--- src/rtl/alu_8bit.sv ---
`default_nettype none
// ============================================================================
// Module   : alu_8bit
// Brief    : 8-bit registered ALU with zero flag. Optional opcodes 100-111
//            (SUB/XOR/SLL/SRL) are built only when ALU_EXT_OPS_EN is defined.
// Revision : 1.0 - initial release
// ============================================================================
module alu_8bit (
    input  logic       CLK,
    input  logic       RESET,
    input  logic [7:0] DATA1,
    input  logic [7:0] DATA2,
    input  logic [2:0] SELECT,
    output logic [7:0] RESULT,
    output logic       ZERO
);

    localparam logic [2:0] c_op_fwd = 3'b000;
    localparam logic [2:0] c_op_add = 3'b001;
    localparam logic [2:0] c_op_and = 3'b010;
    localparam logic [2:0] c_op_or  = 3'b011;
`ifdef ALU_EXT_OPS_EN
    localparam logic [2:0] c_op_sub = 3'b100;
    localparam logic [2:0] c_op_xor = 3'b101;
    localparam logic [2:0] c_op_sll = 3'b110;
    localparam logic [2:0] c_op_srl = 3'b111;
`endif

    logic [7:0] w_next_result;
    logic       w_next_zero;
    logic [7:0] r_result;
    logic       r_zero;

    always_comb begin
        w_next_result = 8'h00;
        case (SELECT)
            c_op_fwd: w_next_result = DATA2;
            c_op_add: w_next_result = DATA1 + DATA2;
            c_op_and: w_next_result = DATA1 & DATA2;
            c_op_or:  w_next_result = DATA1 | DATA2;
`ifdef ALU_EXT_OPS_EN
            c_op_sub: w_next_result = DATA1 - DATA2;
            c_op_xor: w_next_result = DATA1 ^ DATA2;
            c_op_sll: w_next_result = DATA1 << DATA2[2:0];
            c_op_srl: w_next_result = DATA1 >> DATA2[2:0];
`endif
            default:  w_next_result = 8'h00;
        endcase
    end

    // Flag derived from the same next value so it always tracks RESULT.
    assign w_next_zero = (w_next_result == 8'h00);

    always_ff @(posedge CLK or posedge RESET) begin
        if (RESET) begin
            r_result <= 8'h00;
            r_zero   <= 1'b1;
        end else begin
            r_result <= w_next_result;
            r_zero   <= w_next_zero;
        end
    end

    assign RESULT = r_result;
    assign ZERO   = r_zero;

endmodule
`default_nettype wire

--- config.mk ---
export PLATFORM = sky130hd
export DESIGN_NAME = alu_8bit
export DESIGN_NICKNAME = d
export VERILOG_FILES = /design/src/rtl/alu_8bit.sv
export SDC_FILE = /design/constraint.sdc
export NUM_CORES = 1
export LEC_CHECK = 0
export CAP_MARGIN = 5
export CELL_PAD_IN_SITES_DETAIL_PLACEMENT = 1
export CELL_PAD_IN_SITES_GLOBAL_PLACEMENT = 1
export CORE_MARGIN = 2
export CORE_UTILIZATION = 31
export CTS_CLUSTER_DIAMETER = 30
export DETAILED_ROUTE_END_ITERATION = 8
export HOLD_SLACK_MARGIN = 0.1
export PLACE_DENSITY = 0.79
export SLEW_MARGIN = 20
export SYNTH_ARGS = -nofsm -noshare
export SYNTH_HDL_FRONTEND = slang
export SYNTH_SLANG_ARGS = --single-unit
--- constraint.sdc ---
create_clock -name CLK -period 0.8 [get_ports CLK]
set_input_delay 0.16 -clock CLK [delete_from_list [all_inputs] [get_ports CLK]]
set_output_delay 0.16 -clock CLK [all_outputs]
set_load 0.01 [all_outputs]
==> impl_metrics.json, run 1 <==
{
  "outcome": "complete, but fails checks",
  "violations": "setup timing",
  "worstMarginPinSlew_ns": 0.394,
  "h-tree-depth": 1,
  "dr.pass1.iters": 4,
  "ios": 30,
  "design_area_mm2": 0.00197,
  "clockRootBuffer": "clkbuf_4",
  "p_leak_nw": 0.943,
  "final-max-slew-violation-count": 0,
  "ys_ff_latch": 9,
  "power.density_mw_per_mm2": 1040,
  "worstPathRequired_ns": 0.98,
  "fmax_mhz": 575,
  "crit_path_end_kind": "flop",
  "num-fill-cells": 358,
  "maxCapViolCount": 0,
  "grt_busiest_layer": "met2",
  "grtUsageMet2": 0.403,
  "placed_area_mm2": 0.00171,
  "fin_tns_setup_ns": -7.31,
  "vdd_drop_max_mv": 0.392,
  "numCtsBuffers": 3,
  "drt-total-wl_um": 4220,
  "grt_overflow_total": 0,
  "dpl.cell_count": 216,
  "synthCells": 113,
  "synth_area_mm2": 0.00104,
  "setup_viol": 18,
  "period_needed_ns": 1.74,
  "grt_pass1_wl_um": 5880,
  "syn_nets": 151,
  "grt_setup_unrepaired": "true",
  "worst-setup-path-type": "in -> reg",
  "postLayoutSetupSlackWorst_ns": -0.940,
  "hpwl_um": 2740,
  "hold_buffers": 0,
  "die_x_um": 62.1,
  "clock-sinks": 9,
  "slew_headroom": 0.737,
  "cts_tree": "yes",
  "ys_warn_count": 0,
  "synth_flop_cell": "dfrtp_1",
  "layout.nets": 223,
  "path_clk_slew_ns": 0.06,
  "io_buffers": 29,
  "antenna_found_initial": 1,
  "ys_top_cells_by_area": "dfrtp_1 (19%), ha_1 (19%), inv_1 (7.5%)",
  "synth_edf_count": 0,
  "grt_max_degree": 8,
  "syn_avg_cell_area_um2": 9.25,
  "gp_congestion": 0.806,
  "routedWlPerCell_um": 18.2,
  "crit_path_max_fanout": 2,
  "period_share": 2.18,
  "rows": 21,
  "area_delta_synth_final_pct": 88.4,
  "stdcell_count": 231,
  "final_antenna_net_count": 0,
  "hold_class": "in -> async",
  "synth.distinct_cells": 40,
  "yosys.area.top_type_share": 0.192,
  "drc_errors": 0,
  "post-synth-top-count-cell": "inv_1",
  "via_per_inst": 5.01,
  "grt_pass1_vias": 1277,
  "hold_violations": 0,
  "coreArea_mm2": 0.00328,
  "die_area_mm2": 0.00385,
  "p_total_mw": 2.04,
  "hold_slack_ns": 0.224,
  "cts.path.max_buffers": 2,
  "grt_usage": 0.214,
  "yosysSeqAreaShare": 0.217,
  "grt.met3_usage": 0.0248,
  "drt_iter0_drc": 22,
  "yosysTopAreaCell": "dfrtp_1",
  "cp-start-kind": "primary input",
  "start_util": 0.318,
  "die_h_um": 62.1,
  "grt_use_met1": 0.227,
  "drive_gt1_frac": 0.620,
  "num_vias": 1158,
  "synthArstFlopShare": 1.00,
  "synth_common_cells": "inv_1 (21), ha_1 (16), nand2_1 (9)",
  "cp.arrival_ns": 1.92
}
## repair_timing
action	in CTS	in global routing
cloned	0	0
gates resized for setup	92	27
hold endpoints to repair	0	0
pin swaps	14	8
buffers inserted	7	3
endpoints found under the setup margin	18	18
## stage by stage
step / utilization / setup slack [ns]
5_1_grt: 0.599 / -1.03
3_5_place_dp: 0.519 / -1.63
6_report: 0.599 / -0.940
2_1_floorplan: - / -0.996
4_1_cts: 0.554 / -0.989
3_3_place_gp: 0.519 / -1.56
## critical path, cell delays in order
cell	delay (ns)
buf_8	0.10
ha_4	0.15
fa_2	0.34
buf_4	0.15
buf_6	0.11
a21oi_4	0.23
o311ai_4	0.14
nand2_2	0.12
o311ai_4	0.10
nor4_2	0.30
## layer usage
layer / wire [um] / vias to the layer above
met5: 0 / -
met3: 158 / 13
met2: 2340 / 31
met4: 164 / 0
met1: 1560 / 576
li1: - / 538
## final timing paths
check                           from        end
worst max-delay path        DATA2[0]       ZERO
min in group CLK           SELECT[1]  RESULT[1]
max in group asynchronous      RESET  RESULT[4]
worst min-delay path           RESET  RESULT[7]
## placed cells by master, fill, tap and decap left out, drive strengths merged, types with 3 or more instances in the layout
cell type,instances
a21oi,5
and2,3
buf,54
clkbuf,5
clkdlybuf4s50,3
dfrtp,8
dlygate4sd2,10
ha,16
inv,23
mux2i,6
mux4,3
nand2,9
o22ai,5
## cell families after synthesis
logic type	after synthesis	synth area share
AOI/OAI and AO/OA	26	0.198
xor gates and xnor gates	1	0.00838
adders and majority gates	17	0.211
buffers and inverters	27	0.113
DFF	9	0.217
muxes	9	0.122
and+or+nand+nor	24	0.132
## cell type report
type	instances	area [um^2]	area share
multi-input combinational	77	958	0.487
timing repair buffer	70	581	0.295
sequential	9	226	0.115
inverter	24	116	0.0591
tap	46	57.6	0.0292
clock buffer	4	26.3	0.0134
antenna	1	2.50	0.00127
## report_power, final
| group | internal (mW) | switching (mW) | total (mW) |
|---|---|---|---|
| combinational | 0.608 | 0.550 | 1.16 |
| sequential | 0.504 | 0.0150 | 0.519 |
| clock | 0.193 | 0.170 | 0.363 |
| total | 1.31 | 0.735 | 2.04 |
## registers in the layout (all words and copies together), names as in the netlist
name / cells
RESULT: 8
ZERO: 1
No activity file was read; power rests on OpenSTA's default activity.
==> run 2: changes to the inputs <==
Settings changed: CTS_CLUSTER_DIAMETER 30 to 200, SLEW_MARGIN 20 to default.
==> results of run 2 <==
No change in the layout: final DEF, timing and power equal those of run 1.
